File: src/rtl/stopwatch_ctrl.sv
// Stopwatch control: button conditioning (sync + debounce + press detect)
// and the IDLE/RUN/LAP/STOP mode FSM driving a 4-digit BCD counter.
module stopwatch_ctrl #(
  parameter int DB_CYCLES = 16
) (
  input  logic       clk,
  input  logic       rst,
  input  logic       tick,
  input  logic       btn_start,
  input  logic       btn_lap,
  input  logic       cout3,
  output logic       cnt_en,
  output logic       cnt_clr,
  output logic       lap_hold,
  output logic       ovf,
  output logic [1:0] state
);

  localparam logic [1:0] ST_IDLE = 2'b00;
  localparam logic [1:0] ST_RUN  = 2'b01;
  localparam logic [1:0] ST_LAP  = 2'b10;
  localparam logic [1:0] ST_STOP = 2'b11;

  // Counter value on the last cycle of a stable run; acceptance happens then.
  localparam logic [7:0] DB_LAST = 8'(DB_CYCLES - 1);

  logic [1:0] btn_raw;
  logic [1:0] press;

  assign btn_raw = {btn_lap, btn_start};

  // Channel 0 = start/stop, channel 1 = lap/clear.
  generate
    for (genvar gi = 0; gi < 2; gi++) begin : g_btn
      logic       sync1_q;
      logic       sync2_q;
      logic       acc_q;
      logic       acc_d;
      logic       acc_dly_q;
      logic [7:0] cnt_q;
      logic [7:0] cnt_d;

      // Debounce: count consecutive cycles the synced level differs from the
      // accepted level; any cycle of agreement restarts the count.
      always_comb begin
        acc_d = acc_q;
        cnt_d = 8'd0;
        if (sync2_q != acc_q) begin
          if (cnt_q == DB_LAST) begin
            acc_d = sync2_q;
          end else begin
            cnt_d = cnt_q + 8'd1;
          end
        end
      end

      // Synchronizer, debounce and edge-detect registers.
      always_ff @(posedge clk or negedge rst) begin
        if (!rst) begin
          sync1_q   <= 1'b0;
          sync2_q   <= 1'b0;
          acc_q     <= 1'b0;
          acc_dly_q <= 1'b0;
          cnt_q     <= 8'd0;
        end else begin
          sync1_q   <= btn_raw[gi];
          sync2_q   <= sync1_q;
          acc_q     <= acc_d;
          acc_dly_q <= acc_q;
          cnt_q     <= cnt_d;
        end
      end

      // Press = rising edge of the accepted level only.
      assign press[gi] = acc_q & ~acc_dly_q;
    end
  endgenerate

  logic [1:0] state_q;
  logic [1:0] state_d;
  logic       lap_hold_q;
  logic       lap_hold_d;
  logic       ovf_q;
  logic       ovf_d;
  logic       clr_q;
  logic       clr_d;
  logic       start_evt;
  logic       lap_evt;
  logic       ovf_evt;

  // Start wins over a coincident lap press.
  assign start_evt = press[0];
  assign lap_evt   = press[1] & ~press[0];
  assign ovf_evt   = cout3 & cnt_en;

  // FSM and status registers; clr resets high so the counter is cleared
  // through reset and the first cycle after release.
  always_ff @(posedge clk or negedge rst) begin
    if (!rst) begin
      state_q    <= ST_IDLE;
      lap_hold_q <= 1'b0;
      ovf_q      <= 1'b0;
      clr_q      <= 1'b1;
    end else begin
      state_q    <= state_d;
      lap_hold_q <= lap_hold_d;
      ovf_q      <= ovf_d;
      clr_q      <= clr_d;
    end
  end

  // Next-state logic; overflow takes priority over button presses.
  always_comb begin
    state_d    = state_q;
    lap_hold_d = lap_hold_q;
    ovf_d      = ovf_q;
    clr_d      = 1'b0;
    case (state_q)
      ST_IDLE: begin
        if (start_evt) begin
          state_d    = ST_RUN;
          lap_hold_d = 1'b0;
        end
      end
      ST_RUN: begin
        if (ovf_evt) begin
          state_d    = ST_STOP;
          ovf_d      = 1'b1;
          lap_hold_d = 1'b0;
        end else if (start_evt) begin
          state_d    = ST_STOP;
          lap_hold_d = 1'b0;
        end else if (lap_evt) begin
          state_d    = ST_LAP;
          lap_hold_d = 1'b1;
        end
      end
      ST_LAP: begin
        if (ovf_evt) begin
          state_d = ST_STOP;
          ovf_d   = 1'b1;
        end else if (start_evt) begin
          state_d = ST_STOP;
        end else if (lap_evt) begin
          state_d    = ST_RUN;
          lap_hold_d = 1'b0;
        end
      end
      default: begin
        if (start_evt) begin
          state_d    = ST_RUN;
          lap_hold_d = 1'b0;
        end else if (lap_evt) begin
          state_d    = ST_IDLE;
          lap_hold_d = 1'b0;
          ovf_d      = 1'b0;
          clr_d      = 1'b1;
        end
      end
    endcase
  end

  // Outputs; cnt_en is gated tick so it strobes once per tick while counting.
  always_comb begin
    cnt_en   = tick & ((state_q == ST_RUN) | (state_q == ST_LAP));
    cnt_clr  = clr_q;
    lap_hold = lap_hold_q;
    ovf      = ovf_q;
    state    = state_q;
  end

endmodule

File: config.mk
export PLATFORM = sky130hd
export DESIGN_NAME = stopwatch_ctrl
export DESIGN_NICKNAME = d
export VERILOG_FILES = /design/src/rtl/stopwatch_ctrl.sv
export SDC_FILE = /design/constraint.sdc
export NUM_CORES = 1
export LEC_CHECK = 0
export CAP_MARGIN = 20
export CORE_ASPECT_RATIO = 1.75
export CORE_MARGIN = 1.5
export CORE_UTILIZATION = 45
export DETAILED_ROUTE_END_ITERATION = 8
export MAX_ROUTING_LAYER = met4
export PLACE_DENSITY = 0.61
export SYNTH_ARGS = -nofsm -noshare
export SYNTH_HDL_FRONTEND = slang
export SYNTH_SLANG_ARGS = --single-unit
File: constraint.sdc
create_clock -name clk -period 3.7 [get_ports clk]
set_clock_uncertainty 0.2 [all_clocks]
set_input_delay 0.37 -clock clk [delete_from_list [all_inputs] [get_ports clk]]
set_output_delay 0.37 -clock clk [all_outputs]
set_load 0.02 [all_outputs]
==> out/metrics.yaml, run 1 <==
run_status:
  outcome: "completed"
pwr:
  power.ir.vdd_worst_mv: 0.3085
  combinationalPowerShare_pct: 7.7
  netSwitchingPower_uw: 147.1
  switching_share_pct: 21.98
  power.density_cell_area_nw_per_um2: 412.1
  power.total_uw: 669.2
  clkPwrFrac_pct: 41.6
  power.static_leakage_nw: 0.7397
  cell_internal_power_dissipation_uw: 522.1
  p_seq_share_pct: 50.7
placed_design:
  buffer_ports.inserted: 11
  dp_hpwl_um: 1769
  dp_slack_ns: 1.520
  globalplace.congestion: 0.7496
timing:
  setup_violations: 0
  post-route-period-util_pct: 66.52
  report.final.slew_viol_count: 0
  grt_setup_unrepaired: "false"
  max_freq_mhz: 406.3
  timing.max_slew.rel_slack_pct: 76.31
  finalHoldViolations: 0
  layout_min_cycle_time_ns: 2.461
  worst-slew-pin-transition_ns: 0.3553
  timing.setup.tns_ns: 0
  finalWorstSetupSlack_ns: 1.239
detailed_routing:
  drtPass1Iterations: 4
  detail_route.drc_violations: 0
  finalWirelength_um: 2403
  drt-wirelength-per-cell_um: 13.73
  vias_per_cell: 5.497
  drt-initial-drc-count: 11
  detailroute.via_count: 962
  drt.antenna.violating_nets: 0
layout:
  fill_cells: 265
  final_layout_size_suffix_gt1_share_pct: 10.20
  fin_nets: 158
  layout-area-overhead-vs-synth_pct: 17.57
  antenna_cells_inserted: 0
logic_synthesis:
  post_synth_instance_area_sq_um: 1381
  synth-edff-count: 0
  ys_async_sr_fraction_pct: 100.0
  synth_top_flop_cell: "sky130_fd_sc_hd__dfrtp_1"
  synth_nets: 140
  postSynthCellCount: 128
  synth_sequential_area_ratio_pct: 52.63
  synth-warning-count: 0
  synth.ff_latch_count: 29
  post_synthesis_mean_instance_area_sq_um: 10.79
  post_synth_num_cell_types: 31
cts:
  cts-buffers-inserted: 5
  ctsLongestPathBuffers: 2
  clk_root_buffer_cell: "sky130_fd_sc_hd__clkbuf_8"
  count_of_instances_resized_after_the_clock_tree_is_built: 0
  ctsHtreeMaxLevel: 2
  clock-sinks: 29
  worst_setup_hold_path_clk_slew_ns: 0.06
  postCtsHoldBufs: 0
  post-cts-setup-buffer-count: 0
  clock_insertion_delay_at_the_later_pin_of_the_skew_report_ns: 0.28
  cts_tree: "done"
critical_path:
  cp_max_fo: 4
  cp-end-kind: "primary output"
  worst-endpoint-required_ns: 3.13
  path_class: "reg2out"
  worst_ep_arrival_time_ns: 1.89
  start_kind: "register"
grt:
  globalRouteOverflowTotal: 0
  groute.layer.met3.usage_pct: 5.687
  antenna_found_initial: 0
  grt_use_total_pct: 17.80
  grt_max_degree: 30
  globalRoute.busiestLayer: "met2"
  grt_first_pass_wirelength_um: 4271
  number_of_global_route_vias_before_repair: 1025
  grt_util_met1_pct: 18.20
  grt_use_met2_pct: 29.28
die:
  design.die.area_sq_um: 3424
  fp.dieH_um: 76.29
  floorplan.io_pins: 12
  design.core.area_sq_um: 2928
  die_w_um: 44.88
  initial_utilization_pct: 47.18
  core.rowCount: 26
min_path:
  worstHoldPathType: "reg2reg"
flow_run:
  max_cap_violations: 0
[flip-flops by register name (all words and copies together) (netlist names)]
name and count:
g_btn.sync2_q 2, lap_hold 1, g_btn.acc_q 2, ovf 1, g_btn.acc_dly_q 2, g_btn.sync1_q 2, state 2, cnt_clr 1
g_btn.cnt_q 16
[power by group through the flow]
stage,Clock [mW],Combinational [mW],Sequential (mW)
5_1_grt,0.305,0.0574,0.341
6_report,0.278,0.0513,0.339
4_1_cts,0.290,0.0525,0.339
3_3_place_gp,0,0.0516,0.345
2_1_floorplan,0,0.0224,0.348
3_5_place_dp,0,0.0524,0.345
[Yosys cell counts (all sizes together), types with 2 or more instances]
master,number,area [sq um]
a21boi,2,18.77
a21oi,4,20.02
and2,5,31.28
and3,5,31.28
dfrtp,28,700.7
ha,6,75.07
inv,2,7.510
mux2,2,22.52
nand2,12,45.04
nand2b,3,18.77
nand3,7,35.03
nand4,2,12.51
nor2,16,60.06
nor2b,2,12.51
nor4,2,12.51
o211ai,2,20.02
o21ai,3,15.01
xnor2,6,52.55
xor2,10,87.58
[cell usage in the layout (no fill, tap or decap), drive strengths merged]
cell type      instances
dfrtp                 28
a21boi                 2
inv                    2
nor2b                  2
a21oi                  4
nor2                  16
clkinv                 1
nand4                  2
clkdlybuf4s50         11
o211ai                 2
buf                    1
nor4                   2
nand3                  7
o31ai                  1
o21ai                  3
a2bb2oi                1
clkbuf                 7
and3                   5
a21o                   1
mux2                   2
nand2                 12
o311ai                 1
o221ai                 1
and2                   5
and4                   1
ha                     6
dfstp                  1
nand2b                 3
xor2                  10
a211o                  1
xnor2                  6
[metrics by stage]
step	cell area, sq um	hold WS [ns]	cells	util (%)
global placement	1523	0.1332	167	52.01
detailed placement	1523	0.1381	167	52.01
finish	1624	0.1473	175	55.47
floorplan	1381	-0.1256	128	-
global route	1624	0.1541	175	55.47
CTS	1624	0.1523	175	55.47
[critical path, stage by stage, from the launching register on]
cell,delay (ns)
sky130_fd_sc_hd__dfrtp_1,0.41
sky130_fd_sc_hd__inv_1,0.11
sky130_fd_sc_hd__ha_1,0.36
sky130_fd_sc_hd__and2_1,0.14
sky130_fd_sc_hd__clkdlybuf4s50_1,0.59
[routing by layer]
metal	vias to the layer above	share of wire, %
li1	473	-
met1	466	38
met2	19	56
met3	4	3.5
met4	0	2.1
met5	-	0
[worst paths after layout]
path                             startpoint  cells past startpoint  slack (ns)                 to
max                                state[1]                      4        1.24             cnt_en
min                        g_btn[1].sync1_q                      0        0.15   g_btn[1].sync2_q
max reg2reg                        state[0]                      6        1.74           state[0]
min reg2reg                g_btn[1].sync1_q                      0        0.15   g_btn[1].sync2_q
max in group asynchronous               rst                      2        2.73            cnt_clr
min in group asynchronous               rst                      2        0.27  g_btn[1].cnt_q[1]
[area by class of cell]
class	count	area, sq um	area share, %
clock inverter	1	5.005	0.3082
timing repair buffer	12	117.6	7.242
multi-input combinational	96	635.6	39.14
tap	28	35.03	2.157
clock buffer	7	96.34	5.932
sequential	29	726.9	44.76
inverter	2	7.507	0.4622
[cell families (layout without fill, tap and decap cells)]
logic type / after synthesis / count (layout) / synth area share [%]
xor+xnor: 16 / 16 / 10.14
compound gates: 17 / 17 / 9.421
flops: 29 / 29 / 52.63
fa+ha+maj: 6 / 6 / 5.435
mux: 2 / 2 / 1.630
simple gates: 55 / 55 / 19.38
buf+inv: 3 / 22 / 1.359
Note: power is estimated with default switching activity, not from simulation.
==> inputs of run 2 (changes only) <==
--- a/config.mk
+++ b/config.mk
@@ -11,7 +11,7 @@
 export CORE_UTILIZATION = 45
 export DETAILED_ROUTE_END_ITERATION = 8
 export MAX_ROUTING_LAYER = met4
-export PLACE_DENSITY = 0.61
+export PLACE_DENSITY = 0.63
 export SYNTH_ARGS = -nofsm -noshare
 export SYNTH_HDL_FRONTEND = slang
 export SYNTH_SLANG_ARGS = --single-unit
==> constraint.sdc (replaced) <==
create_clock -name clk -period 2.2 [get_ports clk]
set_clock_uncertainty 0.2 [all_clocks]
set_input_delay 0.22 -clock clk [delete_from_list [all_inputs] [get_ports clk]]
set_output_delay 0.22 -clock clk [all_outputs]
set_load 0.02 [all_outputs]
==> out/metrics.yaml, run 2 (synthesis results as in run 1) <==
pwr:
  power.density_cell_area_nw_per_um2: 695.0  # +69%
  p_seq_share_pct: 50.7  # about the same
  netSwitchingPower_uw: 250.1  # +70%
  combinationalPowerShare_pct: 7.7  # about the same
  cell_internal_power_dissipation_uw: 877.8  # +68%
  clkPwrFrac_pct: 41.7  # about the same
  switching_share_pct: 22.18  # +0.19 points
  power.static_leakage_nw: 0.7446  # +0.65%
  power.ir.vdd_worst_mv: 0.5354  # +74%
run_status:
  outcome: "completed"
timing:
  finalWorstSetupSlack_ns: 0.1475  # -1.091 ns
  timing.setup.tns_ns: 0  # unchanged
  post-route-period-util_pct: 93.30
  max_freq_mhz: 487.2
  grt_setup_unrepaired: "false"
  timing.max_slew.rel_slack_pct: 76.22  # -0.091 points
  setup_violations: 0  # unchanged
  finalHoldViolations: 0  # unchanged
  layout_min_cycle_time_ns: 2.053
  hold_ws_ns: 0.1190  # -0.02829 ns
  worst-slew-pin-transition_ns: 0.3566  # +0.001362 ns
  report.final.slew_viol_count: 0  # unchanged
layout:
  fin_nets: 158  # unchanged
  antenna_cells_inserted: 0  # unchanged
  post-route-cell-area_sq_um: 1623  # about the same
  layout.cells.most_common: "sky130_fd_sc_hd__dfrtp_1"
  layout-area-overhead-vs-synth_pct: 17.48  # about the same
  final_layout_size_suffix_gt1_share_pct: 10.20  # unchanged
  largest_register_by_flop_count: "g_btn.cnt_q"
  fin_util_pct: 55.43  # about the same
  largest_reg_flops: 16  # unchanged
  mostFrequentLayoutCells: "28 x sky130_fd_sc_hd__dfrtp_1, 16 x sky130_fd_sc_hd__nor2_1, 12 x sky130_fd_sc_hd__nand2_1"
cts:
  postCtsHoldBufs: 0  # unchanged
  clk_root_buffer_cell: "sky130_fd_sc_hd__clkbuf_8"
  ctsHtreeMaxLevel: 2  # unchanged
  worst_setup_hold_path_clk_slew_ns: 0.06  # about the same
  cts_tree: "done"
  cts-buffers-inserted: 5  # unchanged
  clock_insertion_delay_at_the_later_pin_of_the_skew_report_ns: 0.28  # about the same
  clock-sinks: 29  # unchanged
  ctsLongestPathBuffers: 2  # unchanged
critical_path:
  cp-end-kind: "primary output"
  cp_max_fo: 5  # +1
  start_kind: "register"
  worst-endpoint-required_ns: 1.78  # -1.35 ns
  path_class: "reg2out"
  worst_ep_arrival_time_ns: 1.63  # -0.26 ns
placed_design:
  globalplace.congestion: 0.7555  # +0.79%
  dp_slack_ns: 0.1964  # -1.324 ns
  buffer_ports.inserted: 11  # unchanged
  placement.cell_area_sq_um: 1523  # unchanged
  dp_hpwl_um: 1728  # -2.3%
flow_run:
  max_cap_violations: 0  # unchanged
detailed_routing:
  detail_route.drc_violations: 0  # unchanged
  drt-wirelength-per-cell_um: 13.48  # -1.8%
  finalWirelength_um: 2359  # -1.8%
  drt-initial-drc-count: 10  # -1
  drtPass1Iterations: 4  # unchanged
  drt.antenna.violating_nets: 0  # unchanged
  detailroute.via_count: 968  # +0.62%
  vias_per_cell: 5.531  # +0.62%
min_path:
  worstHoldPathType: "in2async"
die:
  fp.dieH_um: 76.29  # unchanged
  floorplan.io_pins: 12  # unchanged
  design.core.area_sq_um: 2928  # unchanged
  design.die.area_sq_um: 3424  # unchanged
  core.rowCount: 26  # unchanged
  initial_utilization_pct: 47.18  # unchanged
  die_w_um: 44.88  # unchanged
grt:
  globalRouteOverflowTotal: 0  # unchanged
  grt_max_degree: 30  # unchanged
  grt_first_pass_wirelength_um: 4305  # +0.80%
  number_of_global_route_vias_before_repair: 971  # -5.3%
  antenna_found_initial: 0  # unchanged
  grt_use_total_pct: 17.77  # -0.031 points
[run 2: cell count changes in the layout (fill, tap and decap cells not counted)]
cell	previous run	this run
sky130_fd_sc_hd__dlygate4sd2_1	0	1
sky130_fd_sc_hd__clkdlybuf4s50_1	11	10
[run 2: worst paths after layout]
check | cells past startpoint | slack (ns) | to | start
worst max-delay path | 4 | 0.15 | cnt_en | state[0]
worst min-delay path | 2 | 0.12 | g_btn[1].cnt_q[4] | rst
worst max register to register | 6 | 0.24 | state[0] | state[0]
worst min register to register | 0 | 0.15 | g_btn[1].sync2_q | g_btn[1].sync1_q
max in group asynchronous | 2 | 1.38 | cnt_clr | rst
min in group clk | 0 | 0.15 | g_btn[1].sync2_q | g_btn[1].sync1_q
[run 2: power groups by stage]
stage                     Clock, mW  Combinational (mW)  Sequential [mW]
after floorplan                   0              0.0377            0.585
after global placement            0              0.0866            0.579
after detailed placement          0              0.0884            0.581
after CTS                     0.488              0.0886            0.571
after global routing          0.522              0.0993            0.573
final                         0.470              0.0864            0.572
[run 2: area by class of cell]
class	instances	area, sq um
clock buffers	7	96.34
clock inverters	1	5.005
fillers	260	1305
inverters	2	7.507
multi-input cells	96	635.6
flip-flops and latches	29	726.9
well taps	28	35.03
repair buffers	12	116.4
[run 2: repair_timing]
action	in CTS	in global routing
setup endpoints to repair	1	0
resized for setup	1	0
buffers inserted	0	0
[run 2: worst max-delay path, cell delays in order (launching register included)]
cell	delay [ns]
sky130_fd_sc_hd__dfrtp_1	0.41
sky130_fd_sc_hd__inv_1	0.11
sky130_fd_sc_hd__ha_1	0.35
sky130_fd_sc_hd__and2_1	0.17
sky130_fd_sc_hd__dlygate4sd2_1	0.31
[run 2: metrics by stage]
stage | total power, mW | instances
floorplan | 0.6228 | 128
global placement | 0.6659 | 167
detailed placement | 0.6695 | 167
CTS | 1.148 | 175
global route | 1.194 | 175
finish | 1.128 | 175
[run 2: routing by layer]
layer | GRT usage [%] | part of all wire (%) | vias to the layer above
met4 | 7.941 | 1.9 | 0
met2 | 28.55 | 55 | 15
li1 | - | - | 475
met1 | 19.37 | 40 | 474
met3 | 5.687 | 3.3 | 4
met5 | - | 0 | -
==> edit 1, RTL diff (flow settings as in run 2) <==
Put a register stage on the output `cnt_en`, with the module's reset. The value now appears one clock later. The other outputs are not delayed to match.
--- a/src/rtl/stopwatch_ctrl.sv
+++ b/src/rtl/stopwatch_ctrl.sv
@@ -23,6 +23,8 @@
 
   // Counter value on the last cycle of a stable run; acceptance happens then.
   localparam logic [7:0] DB_LAST = 8'(DB_CYCLES - 1);
+
+  logic cnt_en_d;
 
   logic [1:0] btn_raw;
   logic [1:0] press;
@@ -91,7 +93,7 @@
   // Start wins over a coincident lap press.
   assign start_evt = press[0];
   assign lap_evt   = press[1] & ~press[0];
-  assign ovf_evt   = cout3 & cnt_en;
+  assign ovf_evt   = cout3 & cnt_en_d;
 
   // FSM and status registers; clr resets high so the counter is cleared
   // through reset and the first cycle after release.
@@ -162,12 +164,20 @@
 
   // Outputs; cnt_en is gated tick so it strobes once per tick while counting.
   always_comb begin
-    cnt_en   = tick & ((state_q == ST_RUN) | (state_q == ST_LAP));
+    cnt_en_d = tick & ((state_q == ST_RUN) | (state_q == ST_LAP));
     cnt_clr  = clr_q;
     lap_hold = lap_hold_q;
     ovf      = ovf_q;
     state    = state_q;
   end
 
+  always_ff @(posedge clk or negedge rst) begin
+    if (!rst) begin
+      cnt_en <= '0;
+    end else begin
+      cnt_en <= cnt_en_d;
+    end
+  end
+
 endmodule
 
Formal check against the unedited RTL: no difference found for any inputs over 10 cycles, from zero or initial values and one cycle with rst low; that may be too few to reach the edited logic, so the function may still have changed.
==> edit 1 against run 2 <==
Sequential cell count increased by 1; largest cell class unchanged; total power shrank 1.3%; die area grew 1.7%; setup slack better by 0.14 ns; core utilization grew 0.53 points; routed wire length decreased by 2.5%; cell area rose by 2.1%; synthesized area increased by 1.8%; via count is 0.41% lower.
==> edit 1: results (changes against run 2) <==
Outcome
  • Status: completed

Cells and area
  • Final net count: 159 (+0.63%)
  • Share of layout cells above drive strength 1: 9.46% (-0.74 points)
  • Flip-flop count of the largest register after layout: 16 (unchanged)

Setup path
  • Worst EP arrival: 1.91 ns (+0.28 ns)
  • Critical Path Sink: lap_hold$_DFFE_PN0P_
  • CP Launch Type: register
  • Critical path launch point: state[0]$_DFFE_PN0P_
  • R2R depth: 6 (unchanged)
  • FF-to-FF setup slack: 0.29 ns (+0.05 ns)

Yosys
  • Sequential share of the synthesized area: 53.5% (+0.84 points)
  • Synth top area cells: dfrtp_1, xor2_1, ha_1
  • Synth Warn #: 0 (unchanged)
  • Synthesized Nets: 141 (+0.71%)
  • Netlist cell types: 31 (unchanged)
  • Synth top cells by count: dfrtp_1, nor2_1, nand2_1

Global route
  • M1 GR Usage: 17.7% (-1.7 points)
  • First-pass GRT wire length: 4.04 mm (-6.2%)
  • Routing usage on met2: 25.7% (-2.8 points)
  • GRT Resource Usage Total: 16.6% (-1.1 points)
  • Initial antenna violation count: 0 (unchanged)
  • Largest net degree at the start of global routing: 31 (+3.3%)
  • Number of global-route vias before repair: 938 (-3.4%)
  • GR Layer Usage met3: 4.94% (-0.75 points)

Power and ir drop
  • Max VDD drop: 0.443 mV (-17%)
  • Leak pwr: 0.748 nW (+0.42%)
  • Internal Power: 0.866 mW (-1.3%)

CTS
  • Worst skew pair latency: 0.27 ns
  • CTS buffer count: 5 (unchanged)
  • Reg clk slew, reported paths: 0.06 ns (about the same)
  • Post-CTS Resized: 0 (-1)

Detailed routing
  • DR WL/cell: 12.1 um (-10%)
  • Vias/cell: 5.07 (-8.3%)
  • Starting DRT DRC Count: 9 (-1)

Timing
  • Top achievable clock speed: 0.522 GHz (+7.2%)
  • Tightest Pin Transition: 0.375 ns (+0.0187 ns)

Place
  • Number of port buffers: 11 (unchanged)
  • DP Wirelength: 1.71 mm (-0.89%)
  • Pre-CTS setup slack: 0.298 ns (+0.101 ns)
  • Routability congestion estimate: 0.841 (+11%)
## edit 1: routing by layer
| metal | wire length (um) | share of wire [%] |
|---|---|---|
| met1 | 988 | 43 |
| met2 | 1170 | 51 |
| met3 | 79 | 3.4 |
| met4 | 56 | 2.4 |
| met5 | 0 | 0 |
## edit 1: worst min-delay path by stage
stage,startpoint,end,slack [ns]
after floorplan,rst,cnt_en$_DFF_PN0_,-0.28
after global placement,g_btn[0].sync1_q$_DFF_PN0_,g_btn[0].sync2_q$_DFF_PN0_,0.13
after detailed placement,g_btn[1].sync1_q$_DFF_PN0_,g_btn[1].sync2_q$_DFF_PN0_,0.14
after CTS,rst,state[0]$_DFFE_PN0P_,0.13
after global routing,rst,state[0]$_DFFE_PN0P_,0.15
final,rst,state[0]$_DFFE_PN0P_,0.12
## edit 1: power by group through the flow
stage | clock network [mW] | registers [mW] | logic [mW]
after floorplan | 0 | 0.604 | 0.0374
after global placement | 0 | 0.598 | 0.0872
after detailed placement | 0 | 0.600 | 0.0876
after CTS | 0.457 | 0.590 | 0.0883
after global routing | 0.488 | 0.592 | 0.0986
final | 0.438 | 0.589 | 0.0863
## edit 1: logic make-up after synthesis
kind of cell / Yosys count / share of synthesized area [%]
and+or+nand+nor: 55 / 19.0
DFF: 30 / 53.5
AOI/OAI and AO/OA: 17 / 9.25
xor gates and xnor gates: 16 / 9.96
adders and majority gates: 6 / 5.34
buffers and inverters: 3 / 1.33
muxes: 2 / 1.60
## edit 1: area by class of cell
type | count | area (um2)
Timing Repair Buffer | 12 | 118
Sequential cell | 30 | 752
Inverter | 2 | 7.51
Multi-Input combinational cell | 96 | 636
Tap cell | 42 | 52.6
Clock inverter | 1 | 5.00
Clock buffer | 7 | 86.3
Fill cell | 258 | 1300
## edit 1: worst max-delay path, stage by stage (launching register included)
cell and delay, ns:
dfrtp_1 0.42, inv_1 0.11, ha_1 0.34, nand3_1 0.19
a21boi_2 0.12, a211o_1 0.30, o211ai_2 0.15
## edit 1: stage by stage
stage / instance area, um2 / utilization (%) / power (mW) / hold slack (ns) / instances
floorplan: 1410 / - / 0.642 / -0.276 / 129
global placement: 1570 / 52.9 / 0.685 / 0.134 / 182
detailed placement: 1570 / 52.9 / 0.688 / 0.142 / 182
CTS: 1660 / 56.0 / 1.13 / 0.134 / 190
global route: 1660 / 56.0 / 1.18 / 0.155 / 190
finish: 1660 / 56.0 / 1.11 / 0.124 / 190
==> edit 2, RTL diff (flow settings as in run 2) <==
Without the edit above. Set the parameter `DB_CYCLES` to 8 (it was 16).
--- a/src/rtl/stopwatch_ctrl.sv
+++ b/src/rtl/stopwatch_ctrl.sv
@@ -1,7 +1,7 @@
 // Stopwatch control: button conditioning (sync + debounce + press detect)
 // and the IDLE/RUN/LAP/STOP mode FSM driving a 4-digit BCD counter.
 module stopwatch_ctrl #(
-  parameter int DB_CYCLES = 16
+  parameter int DB_CYCLES = 8
 ) (
   input  logic       clk,
   input  logic       rst,
Function: no difference found for any inputs over 10 cycles, from zero or initial values and one cycle with rst low; that may be too few to reach the edited logic, so the function may still have changed.
==> edit 2 against run 2 <==
Non-clock buffer count up 3; cell area fell by 0.69%; largest cell class unchanged; die area decreased by 1.5%; setup slack better by 0.0051 ns; synthesized cell count fell by 0.78%; synthesized area fell by 1.5%; via count rose by 2.3%; routed wire length is 1.3% higher; the run now ends with design-rule violations left; sequential cell count unchanged.
Power is not compared: it rests on default switching activity, and its combinational part moved more than twofold at a synthesized area within 25%.
==> edit 2: results (changes against run 2) <==
Power and ir drop
  • Max VDD drop: 0.798 mV
  • Leak pwr: 0.763 nW

Setup path
  • CP top delay family: flip-flops
  • R2R depth: 7 (+1)
  • RR Startpoint: state[0]$_DFFE_PN0P_
  • Crit Path Max Fanout: 5 (unchanged)
  • FF-to-FF End: lap_hold$_DFFE_PN0P_
  • Critical path launch point: state[0]$_DFFE_PN0P_
  • Critical Path Slowest Stage Cell: dfrtp_1

Global route
  • Gr ovfl total: 0 (unchanged)
  • GRT Resource Usage Total: 18.0% (+0.25 points)
  • Largest net degree at the start of global routing: 30 (unchanged)
  • First-pass GRT wire length: 4.13 mm (-4.2%)

Cells and area
  • NonClk Buf Share: 8.62% (+1.4 points)
  • FILL cells: 274 (+5.4%)
  • ClkCell Share: 5.12% (-1.1 points)
  • Fraction of area in multi-input gates: 38.5% (-0.66 points)
  • Fraction of area in registers: 45.1% (+0.31 points)
  • Inverter count: 2 (unchanged)
  • Final net count: 160 (+1.3%)
  • Largest Register: g_btn.cnt_q
  • Non-Clock Buffer Count: 15 (+3)
  • Share of layout cells above drive strength 1: 10.7% (+0.53 points)
  • Number of clock buffers in the layout: 6 (-1)
  • Comb_multi_in: 95 (-1.0%)

Place
  • Pre-CTS setup slack: 0.206 ns (+0.00963 ns)
  • Routability congestion estimate: 0.871 (+15%)
  • Number of port buffers: 11 (unchanged)
  • DP Wirelength: 1.79 mm (+3.8%)

CTS
  • Post-CTS Resized: 1 (unchanged)
  • CTS buffer count: 5 (unchanged)
  • Reg clk slew, reported paths: 0.06 ns (about the same)
  • CTS root buf: clkbuf_8
  • Worst skew pair latency: 0.28 ns (about the same)
  • Setup Fix Bufs, Post-CTS: 0 (unchanged)

Yosys
  • Netlist cell types: 32 (+3.2%)
  • Sequential share of the synthesized area: 53.4% (+0.82 points)
  • Top_reg_cell synth: dfrtp_1
  • Synth top area cells: dfrtp_1, xor2_1, ha_1
  • Synth Register Bits: 29 (unchanged)
  • Synthesized Nets: 139 (-0.71%)
  • Synth top cells by count: dfrtp_1, nor2_1, nand3_1, xor2_1, nand2_1
  • Async set-or-reset flop fraction in the synthesized netlist: 100% (unchanged)

Detailed routing
  • Drt drc: 3 (+3)
  • Met1 WL: 927 um (-0.75%)
  • DR pass1 iterations: 5 (+1)
  • Routed wire length: 2.39 mm (+1.3%)
  • Starting DRT DRC Count: 8 (-2)
  • Total number of vias: 990 (+2.3%)
  • Met2 WL: 1.28 mm (-1.8%)
  • Met3 WL: 88 um (+14%)

Timing
  • Final setup margin: 0.153 ns (+0.00512 ns)
  • Tightest Pin Transition: 0.352 ns (-0.00431 ns)
  • Final hold violation count: 0 (unchanged)
  • Final hold slack: 0.115 ns (-0.00355 ns)

Worst hold path
  • HP Class: primary input to asynchronous set/reset pin

Outcome
  • Failing checks: design-rule violations
  • Status: finished with violations
==> edit 2: cell types whose count changed after synthesis, sizes merged, moves of 2 or more <==
cell,delta
nand2,-3
nand3,+3
and2,-2
nor4,-2
xnor2,-2
==> edit 2: through the flow <==
stage / cell area (um2) / total power, mW / instances
detailed placement: 1530 / 1.45 / 169
global placement: 1530 / 1.41 / 169
finish: 1610 / 1.82 / 177
floorplan: 1360 / 1.19 / 127
CTS: 1610 / 1.85 / 177
global route: 1610 / 1.96 / 177
==> edit 2: metal layers <==
metal  up-vias  track usage (%)
li1        484                -
met1       479             17.9
met2        17             29.0
met3        10             4.98
met4         0             13.8
met5         -                -
==> edit 2: logic make-up after synthesis <==
logic type | share of synthesized area, %
multiplexers | 1.93
XOR/XNOR | 9.02
flip-flops | 53.5
AO/OA/AOI/OAI | 8.46
buffers and inverters | 0.920
AND/OR/NAND/NOR | 20.7
adder cells (fa/ha/maj) | 5.52
